--- config.mk ---
export PLATFORM = sky130hd
export DESIGN_NAME = led_mode_sequencer
export DESIGN_NICKNAME = d
export VERILOG_FILES = /design/src/rtl/led_seq_pkg.sv /design/src/rtl/led_mode_sequencer_key_debounce.sv /design/src/rtl/led_mode_sequencer.sv
export SDC_FILE = /design/constraint.sdc
export NUM_CORES = 1
export LEC_CHECK = 0
export CORE_AREA = 2 2 122 124
export DETAILED_ROUTE_END_ITERATION = 8
export DIE_AREA = 0 0 124 126
export DONT_BUFFER_PORTS = 1
export GPL_ROUTABILITY_DRIVEN = 0
export PLACE_DENSITY = 0.39
export SLEW_MARGIN = 40
export SYNTH_ARGS = -nofsm -noshare
export SYNTH_HDL_FRONTEND = slang
export SYNTH_SLANG_ARGS = --single-unit
--- constraint.sdc ---
create_clock -name sys_clk -period 5.65 [get_ports sys_clk]
set_input_delay 0.8475 -clock sys_clk [delete_from_list [all_inputs] [get_ports sys_clk]]
set_output_delay 0.8475 -clock sys_clk [all_outputs]
set_load 0.02 [all_outputs]
--- src/rtl/led_seq_pkg.sv ---
// rtl/led_seq_pkg.sv - shared enums, PWM constants and helpers for the key/LED sequencer.
package led_seq_pkg;

  typedef enum logic [1:0] {
    MODE_OFF   = 2'd0,
    MODE_BLINK = 2'd1,
    MODE_ALT   = 2'd2,
    MODE_COUNT = 2'd3
  } mode_t;

  typedef enum logic [1:0] {
    SPEED_NORMAL = 2'd0,
    SPEED_FAST   = 2'd1,
    SPEED_SLOW   = 2'd2
  } speed_t;

  localparam int PWM_PERIOD = 16;
  localparam int PWM_BITS   = $clog2(PWM_PERIOD);
  localparam logic [PWM_BITS-1:0] PWM_ON = PWM_BITS'(4);

  function automatic int unsigned speed_period(speed_t s, int unsigned tick);
    case (s)
      SPEED_FAST: return tick / 2;
      SPEED_SLOW: return 2 * tick;
      default:    return tick;
    endcase
  endfunction

  function automatic speed_t next_speed(speed_t s);
    case (s)
      SPEED_NORMAL: return SPEED_FAST;
      SPEED_FAST:   return SPEED_SLOW;
      default:      return SPEED_NORMAL;
    endcase
  endfunction

  function automatic mode_t next_mode(mode_t m);
    return mode_t'(m + 2'd1);
  endfunction

  function automatic logic [1:0] led_decode(mode_t m, logic [1:0] phase);
    case (m)
      MODE_BLINK: return phase[0] ? 2'b11 : 2'b00;
      MODE_ALT:   return phase[0] ? 2'b10 : 2'b01;
      MODE_COUNT: return phase;
      default:    return 2'b00;
    endcase
  endfunction

endpackage

--- src/rtl/led_mode_sequencer_key_debounce.sv ---
// rtl/led_mode_sequencer_key_debounce.sv - key_debounce: synchroniser, debounce counter
// and single-cycle press pulse for one active-low key.
module key_debounce #(
  parameter int DEBOUNCE_CYCLES = 1000000
) (
  input  logic sys_clk,
  input  logic sys_rst,
  input  logic key,
  output logic press
);

  localparam int DW = $clog2(DEBOUNCE_CYCLES + 1);
  localparam logic [DW-1:0] LAST = DW'(DEBOUNCE_CYCLES - 1);

  logic          sync1;
  logic          sync2;
  logic          stable;
  logic          stable_prev;
  logic [DW-1:0] cnt;

  always_ff @(posedge sys_clk or negedge sys_rst) begin
    if (!sys_rst) begin
      sync1       <= 1'b1;
      sync2       <= 1'b1;
      stable      <= 1'b1;
      stable_prev <= 1'b1;
      cnt         <= '0;
      press       <= 1'b0;
    end else begin
      sync1       <= key;
      sync2       <= sync1;
      stable_prev <= stable;
      // Press is a registered falling edge of the accepted level.
      press       <= stable_prev & ~stable;
      if (sync2 == stable) begin
        cnt <= '0;
      end else if (cnt == LAST) begin
        stable <= sync2;
        cnt    <= '0;
      end else begin
        cnt <= cnt + 1'b1;
      end
    end
  end

endmodule

--- src/rtl/led_mode_sequencer.sv ---
// rtl/led_mode_sequencer.sv - key-driven LED mode/speed sequencer top.
// Optional LED_DIM_EN adds a 25% duty PWM dimmer on lit LEDs.
module led_mode_sequencer
  import led_seq_pkg::*;
#(
  parameter int DEBOUNCE_CYCLES = 1000000,
  parameter int TICK_CYCLES     = 25000000
) (
  input  logic       sys_clk,
  input  logic       sys_rst,
  input  logic [1:0] keys,
  output logic [1:0] leds,
  output logic [1:0] mode,
  output logic [1:0] speed
);

  localparam int CW = $clog2(2 * TICK_CYCLES);

  logic          press0;
  logic          press1;
  logic          restart;
  logic          tick;
  logic [CW-1:0] last_cnt;
  logic [CW-1:0] tick_cnt;
  logic [1:0]    phase;
  logic [1:0]    pattern;
  mode_t         mode_q;
  speed_t        speed_q;

  key_debounce #(.DEBOUNCE_CYCLES(DEBOUNCE_CYCLES)) u_key0 (
    .sys_clk (sys_clk),
    .sys_rst (sys_rst),
    .key     (keys[0]),
    .press   (press0)
  );

  key_debounce #(.DEBOUNCE_CYCLES(DEBOUNCE_CYCLES)) u_key1 (
    .sys_clk (sys_clk),
    .sys_rst (sys_rst),
    .key     (keys[1]),
    .press   (press1)
  );

  always_comb begin
    last_cnt = CW'(speed_period(speed_q, TICK_CYCLES) - 1);
    restart  = press0 | press1;
    tick     = (mode_q != MODE_OFF) && (tick_cnt == last_cnt);
  end

  always_ff @(posedge sys_clk or negedge sys_rst) begin
    if (!sys_rst) begin
      mode_q   <= MODE_OFF;
      speed_q  <= SPEED_NORMAL;
      tick_cnt <= '0;
      phase    <= 2'd0;
      pattern  <= 2'b00;
    end else begin
      if (press0) mode_q <= next_mode(mode_q);
      if (press1) speed_q <= next_speed(speed_q);
      // A single restart covers simultaneous presses on both keys.
      if (restart || mode_q == MODE_OFF) begin
        tick_cnt <= '0;
        phase    <= 2'd0;
      end else if (tick) begin
        tick_cnt <= '0;
        phase    <= phase + 2'd1;
      end else begin
        tick_cnt <= tick_cnt + 1'b1;
      end
      pattern <= led_decode(mode_q, phase);
    end
  end

  assign mode  = mode_q;
  assign speed = speed_q;

`ifdef LED_DIM_EN
  logic [PWM_BITS-1:0] pwm_cnt;

  always_ff @(posedge sys_clk or negedge sys_rst) begin
    if (!sys_rst) pwm_cnt <= '0;
    else          pwm_cnt <= pwm_cnt + 1'b1;
  end

  assign leds = pattern & {2{pwm_cnt < PWM_ON}};
`else
  assign leds = pattern;
`endif

endmodule

# --- After elaboration in Yosys (flattened, before gate mapping) ---
# Cells that the tools add are included.
word_totals:
  latch_bits: 0
  output_inout_bits: 6
  inputBits: 4
  ramBits: 0
  register_bits: 84
  memories: 0
  wordCells: 61
  mem_bits_ro: 0
classes:
  multipliers: 0
  eq_ne: 10
  order_cmp: 0
  div: 0
  shifts: 0
  add_sub_neg: 6
  reduce_logical: 8
  bitwise: 7
  n_mux: 13
ops:
  columns: ["cell", "count"]
  rows:
  - ["20-bit two-way mux", 4]
  - ["26-bit two-way mux", 2]
  - ["26-bit case mux with 2 select lines", 1]
  - ["20-bit by 1-bit adder with 20-bit output, second input constant", 2]
  - ["20-bit equality test, second input constant", 2]
  - ["26-bit by 1-bit adder with 26-bit output, second input constant", 1]
  - ["26-bit equality test", 1]
  - ["26-bit by 1-bit subtractor with 26-bit output, second input constant", 1]
  - ["2-bit two-way mux", 4]
  - ["2-bit equality test, second input constant", 3]
  - ["2-bit case mux with 3 select lines", 1]
  - ["2-bit by 1-bit adder with 2-bit output, second input constant", 2]
  - ["2-bit by 1-bit equality test with 1-bit output, second input constant", 2]
  - ["2-bit zero test", 2]
  - ["1-bit NOT", 4]
  - ["2-bit case mux with 2 select lines", 1]
  - ["2-bit AND reduction", 2]
  - ["2-bit nonzero test", 2]
  - ["1-bit AND", 2]
  - ["1-bit equality test", 2]
  - ["1-bit logical AND", 1]
  - ["1-bit logical OR", 1]
  - ["1-bit bitwise OR", 1]

# --- Logic depth before layout (Yosys ltp) ---
# Gate-level depths: netlist of the first run.
depth:
  word_depth: 7
  ltp_mapped: 8
  mapped_depth_nobuf: 7

# --- By module ---
# Synthesis of the first run repeated with hierarchy kept, for this count alone.
hier_totals:
  cells_unflattened: 418
  hier_area_um2: 4231.6
modules_own_cells:
  columns: ["mod", "instances", "seq_area_each_um2", "area_per_inst_um2", "cells_per_inst"]
  rows:
  - ["key_debounce", 2, 630.6, 1176.1, 111]
  - ["led_mode_sequencer", 1, 850.8, 1879.3, 196]

# --- Least setup slack after synthesis of the first run ---
# No wires, ideal clock.
synth_path:
  kind: "register to register"
  startpoint: "register speed_q[1] (netlist: speed[1])"
  endpoint: "register phase[1]"
  n_path_buf: 0
  t_required_ns: 5.573
  arrival_ns: 2.186
  setup_time_ns: 0.077
  synth_period_minus_slack_ns: 2.263
  path_stages_with_launch: 8
  setup_slack_ns: 3.387
  cell_sequence: "dfrtp_1 inv_1 ha_1 or3b_1 a221oi_2 nand4_2 or4_1 a21oi_1"
synth_via:
  elab_chain_cells: 6
  word_cells_on_any_way: 7
  classes_between: "add/sub: 1; eq/ne: 3; mux: 1; reduce/logical: 2"
synth_rtl:
  columns: ["item", "line", "text"]
  rows:
  - ["start, declared", "led_mode_sequencer.sv:28", "speed_t speed_q;"]
  - ["start signal, assigned", "led_mode_sequencer.sv:59", "if (press1) speed_q <= next_speed(speed_q);"]
  - ["2-bit equality test / 2-bit by 1-bit equality test with 1-bit output (equally long branches)", "led_seq_pkg.sv:22", "case (s)"]
  - ["26-bit case mux with 2 select lines *", "led_seq_pkg.sv:22", null]
  - ["26-bit by 1-bit subtractor with 26-bit output *", "led_mode_sequencer.sv:45", "last_cnt = CW'(speed_period(speed_q, TICK_CYCLES) - 1);"]
  - ["26-bit equality test *", "led_mode_sequencer.sv:47", "tick = (mode_q != MODE_OFF) && (tick_cnt == last_cnt);"]
  - ["1-bit logical AND *", "led_mode_sequencer.sv:47", null]
  - ["2-bit nonzero test (no source line) *", null, null]
  - ["end signal, assigned", "led_mode_sequencer.sv:66", "phase <= phase + 2'd1;"]
  - ["end, declared", "led_mode_sequencer.sv:25", "logic [1:0] phase;"]
# Mark *: on every way between the ends. The rest lies on a longest branch, timed or not.
# A chain may end at the register's enable or synchronous reset.

# --- Worst setup path after layout of the first run ---
layout_path:
  startpoint: "register speed_q[1] (netlist: speed[1])"
  endpoint: "register tick_cnt[10]"
layout_via:
  elab_chain_cells: 7
  word_cells_on_any_way: 8
  classes_between: "add/sub: 1; eq/ne: 3; mux: 3; reduce/logical: 1"
layout_rtl:
  columns: ["item", "line", "text"]
  rows:
  - ["2-bit equality test / 2-bit by 1-bit equality test with 1-bit output (equally long branches)", "led_seq_pkg.sv:22", null]
  - ["26-bit case mux with 2 select lines *", "led_seq_pkg.sv:22", null]
  - ["26-bit by 1-bit subtractor with 26-bit output *", "led_mode_sequencer.sv:45", null]
  - ["26-bit equality test *", "led_mode_sequencer.sv:47", null]
  - ["1-bit logical AND *", "led_mode_sequencer.sv:47", null]
  - ["26-bit two-way mux *", "led_mode_sequencer.sv:64", "end else if (tick) begin"]
  - ["26-bit two-way mux *", "led_mode_sequencer.sv:61", "if (restart || mode_q == MODE_OFF) begin"]
  - ["end signal, assigned", "led_mode_sequencer.sv:68", "tick_cnt <= tick_cnt + 1'b1;"]
  - ["end, declared", "led_mode_sequencer.sv:24", "logic [CW-1:0] tick_cnt;"]
# Marks and branches as above.

==> impl_metrics.yaml, run 1 <==
sta:
  fin_skew_ns: 0.006863
  period_needed_ns: 2.559
  min_period_over_period: 0.4530
  maxSlewViolCount: 0
  tightestPinTransition_ns: 0.8215
  finalWorstSetupSlack_ns: 3.091
  setup_tns_ns: 0
  maxSlewHeadroom: 0.4482
  fmax_mhz: 390.7
  rsz0062_at_grt: "no"
  setup_viol: 0
  hold_viol: 0
synthesis:
  ys_seq_area_frac: 0.5194
  synth.distinct_cells: 40
  syn-num-nets: 424
  syn_area_um2: 4066
  ys.flop_type: "dfrtp_1"
  ys_warn_count: 0
  synth_async_sr_flop_share: 1.000
  syn_area_per_cell_um2: 9.991
  syn_inst: 407
  synth_edf_count: 0
  yosys_register_bits: 84
setup_path:
  critical_path_arrival_ns: 2.75
  r2r_setup_slack_ns: 3.09
  ff2ff_path_depth: 7
  critPathCaptureType: "flip-flop"
  r2r-start: "speed[1]$_DFFE_PN0P_"
  worstSetupEndpoint: "tick_cnt[10]$_DFF_PN0_"
  crit_required_ns: 5.84
  crit-reg2reg-capture: "tick_cnt[10]$_DFF_PN0_"
  path_class: "flip-flop to flip-flop"
  start_kind: "flip-flop"
  startpoint: "speed[1]$_DFFE_PN0P_"
  crit_fanout: 26
grt:
  gr-usage-all-layers: 0.1125
  antenna_found_initial: 0
  grt_overflow: 0
  grt_max_degree: 85
  grt_pass1_wl_mm: 13.59
  grt_pass1_vias: 2658
power:
  vdd_drop_max_mv: 0.1644
  p_int_uw: 946.1
  clkPwrFrac: 0.475
  pwr-share-seq: 0.514
  pwr-share-comb: 0.011
  power_density_nw_per_um2: 260.4
  sw_frac_of_total: 0.2050
  leakagePower_uw: 0.001806
  p_sw_uw: 244.0
final_layout:
  fillCellCount: 1494
  layout-drive-gt1-share: 0.07416
  num_antenna_cells: 0
  seq_area_um2: 2112
  multi_input_area_um2: 1878
  final_util: 0.3193
  nets: 430
  area_growth_pct: 12.40
detailed_routing:
  drt_wl_total_mm: 7.859
  drtPass1Iterations: 4
  postRouteAntennaNets: 0
  drc: 0
  wl_per_cell_um: 13.05
  drt_iter0_drc: 95
  vias_per_cell: 4.505
  vias: 2712
floorplanning:
  row_count: 44
  fp.dieH_um: 126
  core_um2: 14310
  dieArea_um2: 15620
  die_w_um: 124
  start_util: 0.2841
  pin_count: 10
clock_network:
  htreeDepth: 3
  cts_tree: "done"
  cts_num_sinks: 84
  cts.path.max_buffers: 2
  clock_latency_ns: 0.34
  clkSlewWorstSetupHoldPaths_ns: 0.06
  clockRootBuffer: "clkbuf_16"
  cts_buffers: 9
  cts_setup_buffers: 0
  cts-resized-gates: 0
  postCtsHoldBufs: 0
placement:
  io_buffers: 0
  dp_slack_ns: 3.046
  dpl.hpwl_mm: 5.094
worst_hold_path:
  min_path_type: "input pin to async pin"
run:
  maxCapViolCount: 0
status:
  status: "completed"
==> worst max-delay path, stage by stage, from the launching register on <==
cell and delay [ns]:
dfrtp_1 0.50, inv_1 0.14, ha_1 0.22, or3b_1 0.39, a221oi_2 0.27, nand4_2 0.20
o21bai_4 0.57, nor2_1 0.12
==> cell usage in the layout, fill, tap and decap left out, types with 5 or more instances in the layout <==
cell | synthesis | final
clkbuf_16 | 0 | 9
nor4_1 | 5 | 5
nor2_1 | 82 | 82
nand3_1 | 24 | 24
and3_1 | 8 | 8
o21ai_0 | 7 | 7
inv_1 | 16 | 16
xor2_1 | 34 | 34
nand2_1 | 31 | 31
xnor2_1 | 30 | 30
dfrtp_1 | 76 | 76
dfstp_2 | 8 | 8
ha_1 | 13 | 13
nand4_1 | 12 | 12
nor3_1 | 10 | 10
==> cells by family after synthesis <==
group	synth area share
and+or+nand+nor	0.2434
buffers and inverters	0.02123
adders and majority gates	0.04000
DFF	0.5194
muxes	0.01077
AOI/OAI and AO/OA	0.02739
xor gates and xnor gates	0.1378
==> cell usage after synthesis (all sizes together), types with 2 or more instances <==
library cell,instances,share of area
a21oi,4,0.0049
and3,8,0.012
and4,4,0.0086
buf,4,0.0046
clkbuf,2,0.0018
dfrtp,76,0.47
dfstp,8,0.052
ha,13,0.040
inv,16,0.015
mux2,3,0.0083
nand2,31,0.029
nand2b,2,0.0031
nand3,24,0.030
nand3b,4,0.0074
nand4,13,0.022
nor2,82,0.076
nor2b,4,0.0062
nor3,10,0.012
nor3b,2,0.0037
nor4,5,0.0077
nor4b,2,0.0043
nor4bb,2,0.0049
o21ai,7,0.0086
or3,4,0.0065
or3b,2,0.0043
or4,2,0.0037
xnor2,30,0.065
xor2,34,0.073
==> layout make-up <==
type                       count  area share
sequential                    84      0.4621
multi-input combinational    301      0.4109
clock buffer                  15     0.06077
tap                          184     0.05037
inverter                      16     0.01314
timing repair buffer           1    0.001642
clock inverter                 1    0.001095
==> registers in the layout, summed over array words and instances (netlist names), 2 cells and up <==
signal      count
u_key1.cnt     20
u_key0.cnt     20
speed           2
mode            2
tick_cnt       26
phase           2
leds            2
==> routing by layer <==
layer,global-route usage,part of all wire,vias up
met5,0,0,-
met3,0.04257,0.034,12
met4,0.03833,0.018,0
li1,-,-,1374
met2,0.1677,0.44,25
met1,0.1497,0.51,1301
==> how the worst min path moves through the flow <==
stage	from	end	slack (ns)	cells after the start
after floorplan	u_key0.sync1$_DFF_PN1_	u_key0.sync2$_DFF_PN1_	0.35	0
after global placement	u_key0.sync1$_DFF_PN1_	u_key0.sync2$_DFF_PN1_	0.35	0
after detailed placement	u_key1.sync1$_DFF_PN1_	u_key1.sync2$_DFF_PN1_	0.35	0
after CTS	sys_rst	tick_cnt[18]$_DFF_PN0_	0.18	0
after global routing	sys_rst	tick_cnt[24]$_DFF_PN0_	0.18	0
final	sys_rst	leds[1]$_DFF_PN0_	0.20	0
==> per-stage QoR <==
step | total power [µW] | cells | hold slack [ns] | instance area [µm²]
floorplan | 632.8 | 407 | 0.3452 | 4066
global placement | 636.1 | 586 | 0.3493 | 4278
detailed placement | 635.8 | 586 | 0.3516 | 4285
CTS | 1214 | 602 | 0.1811 | 4568
global route | 1239 | 602 | 0.1782 | 4571
finish | 1190 | 602 | 0.2020 | 4571
==> power by group through the flow <==
stage / sequential (µW) / clock [µW] / combinational, µW
6_report: 612 / 565 / 12.6
5_1_grt: 613 / 611 / 15.3
4_1_cts: 612 / 589 / 12.9
3_5_place_dp: 623 / 0 / 12.8
3_3_place_gp: 623 / 0 / 13.0
2_1_floorplan: 622 / 0 / 10.7
No activity file was read; power rests on OpenSTA's default activity.
==> inputs of run 2 (changes only) <==
--- a/config.mk
+++ b/config.mk
@@ -10,7 +10,7 @@
 export DIE_AREA = 0 0 124 126
 export DONT_BUFFER_PORTS = 1
 export GPL_ROUTABILITY_DRIVEN = 0
-export PLACE_DENSITY = 0.39
+export PLACE_DENSITY = 0.4
 export SLEW_MARGIN = 40
 export SYNTH_ARGS = -nofsm -noshare
 export SYNTH_HDL_FRONTEND = slang
==> constraint.sdc (replaced) <==
create_clock -name sys_clk -period 2.15 [get_ports sys_clk]
set_input_delay 0.3225 -clock sys_clk [delete_from_list [all_inputs] [get_ports sys_clk]]
set_output_delay 0.3225 -clock sys_clk [all_outputs]
set_load 0.02 [all_outputs]
==> run 2 against run 1 <==
Compared with the run above:
- the run now ends with hold timing, setup timing left
- register-to-register slack lost 3.2 ns
- non-clock buffer count rose by 17
- final area increased by 4.1%
- sequential cell count unchanged
- largest power group unchanged
==> impl_metrics.yaml, run 2 (same netlist as run 1, synthesis figures left out) <==
clock_network:
  clockRootBuffer: "clkbuf_16"
  cts_buffers: 9
  htreeDepth: 3
  clkSlewWorstSetupHoldPaths_ns: 0.06
  cts_tree: "done"
  postCtsHoldBufs: 2
  cts.path.max_buffers: 2
  clock_latency_ns: 0.34
  cts_num_sinks: 84
floorplanning:
  row_count: 44
  die_w_um: 124
  fp.dieH_um: 126
  start_util: 0.2841
  pin_count: 10
  dieArea_um2: 15620
  core_um2: 14310
power:
  leakagePower_uw: 0.001952
  total_power_uw: 3095
  vdd_drop_max_mv: 0.3315
  power_density_nw_per_um2: 650.5
status:
  violations: "hold timing, setup timing"
  status: "complete, but fails checks"
setup_path:
  crit_fanout: 4
  path_cells: "inv_4 -> ha_4 -> or3b_4 -> a221oi_4 -> nand4_2 -> or4_4 -> a21oi_2"
  start_kind: "flip-flop"
  r2r-start: "speed[1]$_DFFE_PN0P_"
  path_class: "flip-flop to flip-flop"
  ff2ff_path_depth: 7
  crit_required_ns: 2.42
  critical_path_arrival_ns: 2.54
  startpoint: "speed[1]$_DFFE_PN0P_"
  crit_slowest_cell: "or4_4"
  critPathCaptureType: "flip-flop"
  critical_path.max_stage_delay_ns: 0.56
sta:
  setup_viol: 2
  tightestPinTransition_ns: 0.4147
  fmax_mhz: 440.5
  min_period_over_period: 1.056
  period_needed_ns: 2.270
  maxSlewViolCount: 0
  rsz0062_at_grt: "yes"
  hold_viol: 84
  maxSlewHeadroom: 0.7164
  worst_hold_slack_ns: -0.3210
  finalWorstSetupSlack_ns: -0.1203
  fin_skew_ns: 0.007124
grt:
  grt_max_degree: 85
  grt_pass1_wl_mm: 14.12
  antenna_found_initial: 0
  grt_overflow: 0
  gr-usage-all-layers: 0.1169
  grt_pass1_vias: 2881
final_layout:
  top_register: "tick_cnt"
  final_util: 0.3324
  layout-drive-gt1-share: 0.1264
  nets: 447
  num_antenna_cells: 0
  mostFrequentLayoutCell: "nor2_1"
  final_area_um2: 4758
  final_cell_mix: "nor2_1 (82), dfrtp_1 (74), xor2_1 (34)"
  area_growth_pct: 17.02
  largest_register_ff_count: 26
  fillCellCount: 1487
  top_regs: "tick_cnt: 26 flops, u_key0.cnt: 20 flops, u_key1.cnt: 20 flops"
worst_hold_path:
  min_path_type: "input pin to async pin"
detailed_routing:
  drt_iter0_drc: 137
  wl_per_cell_um: 13.10
  drtPass1Iterations: 4
  drc: 0
  drt_wl_total_mm: 8.107
  postRouteAntennaNets: 0
  vias_per_cell: 4.473
  vias: 2769
placement:
  io_buffers: 0
  place_area_um2: 4410
  dpl.hpwl_mm: 5.290
  dp_slack_ns: -0.08908
run:
  maxCapViolCount: 0
run 2: area by class of cell:
class                   instances  area (µm²)  share of cell area
clock buffers                  14       264.0             0.05548
well taps                     184       230.2             0.04838
inverters                      16       62.56             0.01315
clock inverters                 2       10.01            0.002104
flip-flops and latches         84        2115              0.4444
repair buffers                 18       165.2             0.03471
multi-input cells             301        1912              0.4018
run 2: timing repair:
item                       4_1_cts  5_1_grt
pin swaps                        0        5
setup endpoints to repair        2       28
buffers inserted                 0        1
gates resized for setup          0       10
hold endpoints to repair        86       84
run 2: power by group:
group | internal (µW) | total (µW) | switching (µW) | leakage, µW
combinational | 17.2 | 40.4 | 23.2 | 0.000678
sequential | 1600 | 1610 | 11.2 | 0.00114
clock | 843 | 1450 | 603 | 0.000137
total | 2460 | 3100 | 637 | 0.00195
run 2: through the flow:
step           instances  setup TNS [ns]
6_report             619         -0.1771
5_1_grt              619          -3.599
4_1_cts              618         -0.1984
3_5_place_dp         600         -0.1564
3_3_place_gp         600        -0.01499
2_1_floorplan        407               0
run 2: routing by layer:
layer  GRT usage  up-vias  part of all wire
li1            -     1404                 -
met1      0.1468     1338              0.48
met2      0.1868       20              0.48
met3     0.04348        7             0.032
met4     0.03569        0             0.013
met5           0        -                 0
run 2: final timing paths:
| kind | end | slack, ns |
|---|---|---|
| max in group asynchronous | u_key0.sync1$_DFF_PN1_ | 2.24 |
| worst min-delay path | leds[1]$_DFF_PN0_ | -0.32 |
| worst min register to register | u_key0.sync2$_DFF_PN1_ | 0.35 |
| worst max register to register | phase[1]$_DFFE_PN0P_ | -0.12 |
| worst max-delay path | phase[1]$_DFFE_PN0P_ | -0.12 |
| min in group sys_clk | u_key0.sync2$_DFF_PN1_ | 0.35 |
run 2: critical path, delay by kind of cell, from the launching register on:
kind | cells | cell delay, ns
adders and majority gates | 1 | 0.12
buffers and inverters | 1 | 0.08
DFF | 1 | 0.43
and+or+nand+nor | 3 | 1.12
AOI/OAI and AO/OA | 2 | 0.44
==> inputs of run 3 (changes only) <==
--- a/config.mk
+++ b/config.mk
@@ -5,12 +5,14 @@
 export SDC_FILE = /design/constraint.sdc
 export NUM_CORES = 1
 export LEC_CHECK = 0
+export CAP_MARGIN = 40
+export CELL_PAD_IN_SITES_DETAIL_PLACEMENT = 1
+export CELL_PAD_IN_SITES_GLOBAL_PLACEMENT = 1
 export CORE_AREA = 2 2 122 124
 export DETAILED_ROUTE_END_ITERATION = 8
 export DIE_AREA = 0 0 124 126
-export DONT_BUFFER_PORTS = 1
 export GPL_ROUTABILITY_DRIVEN = 0
-export PLACE_DENSITY = 0.4
+export PLACE_DENSITY = 0.5
 export SLEW_MARGIN = 40
 export SYNTH_ARGS = -nofsm -noshare
 export SYNTH_HDL_FRONTEND = slang
==> run 3 against run 2 <==
Compared with the run above:
- the run ends with setup timing left
- critical path type unchanged
- via count is 5.3% higher
- wire length is 12% higher
- utilization is 1.3 points higher
- non-clock buffer count is 9 higher
- combinational power is 100% higher
- cell count is 1.5% higher
- first-iteration DRC count is 32% lower
- die area stayed put
- clock skew is 0.0025 ns higher
- clock power is 25% higher
==> impl_metrics.yaml, run 3 (same netlist as run 1, synthesis figures left out) <==
detailed_routing:
  wl_per_cell_um: 14.45
  drc: 0
  drt_iter0_drc: 93
  vias: 2915
  postRouteAntennaNets: 0
  drtPass1Iterations: 4
  vias_per_cell: 4.642
  drt_wl_total_mm: 9.074
clock_network:
  clkSlewWorstSetupHoldPaths_ns: 0.07
  htreeDepth: 3
  cts_buffers: 9
  cts_num_sinks: 84
  cts_tree: "done"
  clockRootBuffer: "clkbuf_16"
  clock_latency_ns: 0.35
  cts.path.max_buffers: 2
final_layout:
  layout-drive-gt1-share: 0.1329
  fillCellCount: 1639
  final_cells: 628
  top_regs: "tick_cnt: 26 flops, u_key0.cnt: 20 flops, u_key1.cnt: 20 flops"
  nets: 456
  largest_register_ff_count: 26
  num_antenna_cells: 0
  final_cell_mix: "nor2_1 (82), dfrtp_1 (74), xor2_1 (34)"
  final_util: 0.3454
  top_register: "tick_cnt"
  area_growth_pct: 21.57
  mostFrequentLayoutCell: "nor2_1"
worst_hold_path:
  min_path_type: "flip-flop to flip-flop"
sta:
  setup_viol: 3
  hold_viol: 0
  maxSlewViolCount: 0
  min_period_over_period: 1.029
  tightestPinTransition_ns: 0.4806
  fin_skew_ns: 0.009624
  setup_tns_ns: -0.06853
  fmax_mhz: 452.1
  period_needed_ns: 2.212
  maxSlewHeadroom: 0.6771
  finalWorstSetupSlack_ns: -0.06205
  rsz0062_at_grt: "yes"
power:
  vdd_drop_max_mv: 0.3119
  leakagePower_uw: 0.002023
  power_density_nw_per_um2: 707.3
grt:
  gr-usage-all-layers: 0.1336
  grt_max_degree: 37
  grt_pass1_wl_mm: 16.12
  antenna_found_initial: 0
  grt_pass1_vias: 3169
  grt_overflow: 0
setup_path:
  crit_slowest_cell: "or4_1"
  start_kind: "flip-flop"
  crit_required_ns: 2.43
  r2r_setup_slack_ns: -0.06
  critical_path.max_stage_delay_ns: 0.57
  path_class: "flip-flop to flip-flop"
  path_cells: "ha_4 -> or3b_4 -> a221oi_4 -> nand4_2 -> or4_1 -> a21oi_2"
  critical_path_arrival_ns: 2.49
  critPathCaptureType: "flip-flop"
  crit_fanout: 4
floorplanning:
  fp.dieH_um: 126
  pin_count: 10
  start_util: 0.2841
  core_um2: 14310
  die_w_um: 124
  row_count: 44
  dieArea_um2: 15620
placement:
  dp.cells: 607
  dpl.hpwl_mm: 6.088
  io_buffers: 9
status:
  violations: "setup timing"
  status: "complete, but fails checks"
run:
  maxCapViolCount: 0
## run 3: power breakdown
| group | switching, µW | internal [µW] | leakage [µW] |
|---|---|---|---|
| registers | 11.8 | 1600 | 0.00114 |
| clock network | 643 | 1160 | 0.000169 |
| logic | 56.3 | 25.1 | 0.000717 |
| total | 711 | 2790 | 0.00202 |
## run 3: path summary, 6_finish.rpt
| path | start | cells past startpoint | end |
|---|---|---|---|
| max | speed[0]$_DFFE_PN0P_ | 6 | phase[1]$_DFFE_PN0P_ |
| min | u_key0.sync1$_DFF_PN1_ | 0 | u_key0.sync2$_DFF_PN1_ |
| max reg2reg | speed[0]$_DFFE_PN0P_ | 6 | phase[1]$_DFFE_PN0P_ |
| min reg2reg | u_key0.sync1$_DFF_PN1_ | 0 | u_key0.sync2$_DFF_PN1_ |
| max in group asynchronous | sys_rst | 3 | u_key1.sync1$_DFF_PN1_ |
| min in group asynchronous | sys_rst | 2 | mode[0]$_DFFE_PN0P_ |
## run 3: critical path: cells and delay by family, from the launching register on
kind | cells | cell delay [ns]
DFF | 1 | 0.45
and+or+nand+nor | 3 | 1.12
AOI/OAI and AO/OA | 2 | 0.40
adders and majority gates | 1 | 0.18
## run 3: cell type report
type | instances | area, µm² | area share
Timing Repair Buffer | 27 | 262.8 | 0.05315
Multi-Input combinational cell | 301 | 1931 | 0.3905
Inverter | 16 | 62.56 | 0.01266
Clock buffer | 11 | 242.7 | 0.04910
Clock inverter | 5 | 100.1 | 0.02025
Sequential cell | 84 | 2115 | 0.4277
Tap cell | 184 | 230.2 | 0.04657
## run 3: timing repair
| action | 4_1_cts | 5_1_grt |
|---|---|---|
| hold endpoints to repair | 28 | 0 |
| hold buffers | 1 | 0 |
| buffers inserted | 3 | 1 |
| pin swaps | 4 | 3 |
| setup endpoints to repair | 2 | 28 |
| gates resized for setup | 9 | 4 |
## run 3: through the flow
step	worst slack (ns)	hold slack, ns	area (µm²)	power (µW)
final	-0.06205	0.3572	4943	3497
after global routing	-0.1618	0.3658	4943	3641
after CTS	-0.08559	0.3592	4918	3572
after detailed placement	-0.07693	0.3201	4496	1723
after global placement	0.001881	0.3192	4496	1720
after floorplan	0.01438	0.02691	4069	1663
## run 3: metal layers
layer / wire, µm / vias up / GRT usage / share of wire
li1: - / 1424 / - / -
met1: 4429 / 1460 / 0.1779 / 0.49
met2: 4286 / 19 / 0.2065 / 0.47
met3: 156 / 12 / 0.02355 / 0.017
met4: 201 / 0 / 0.06940 / 0.022
met5: 0 / - / 0 / 0
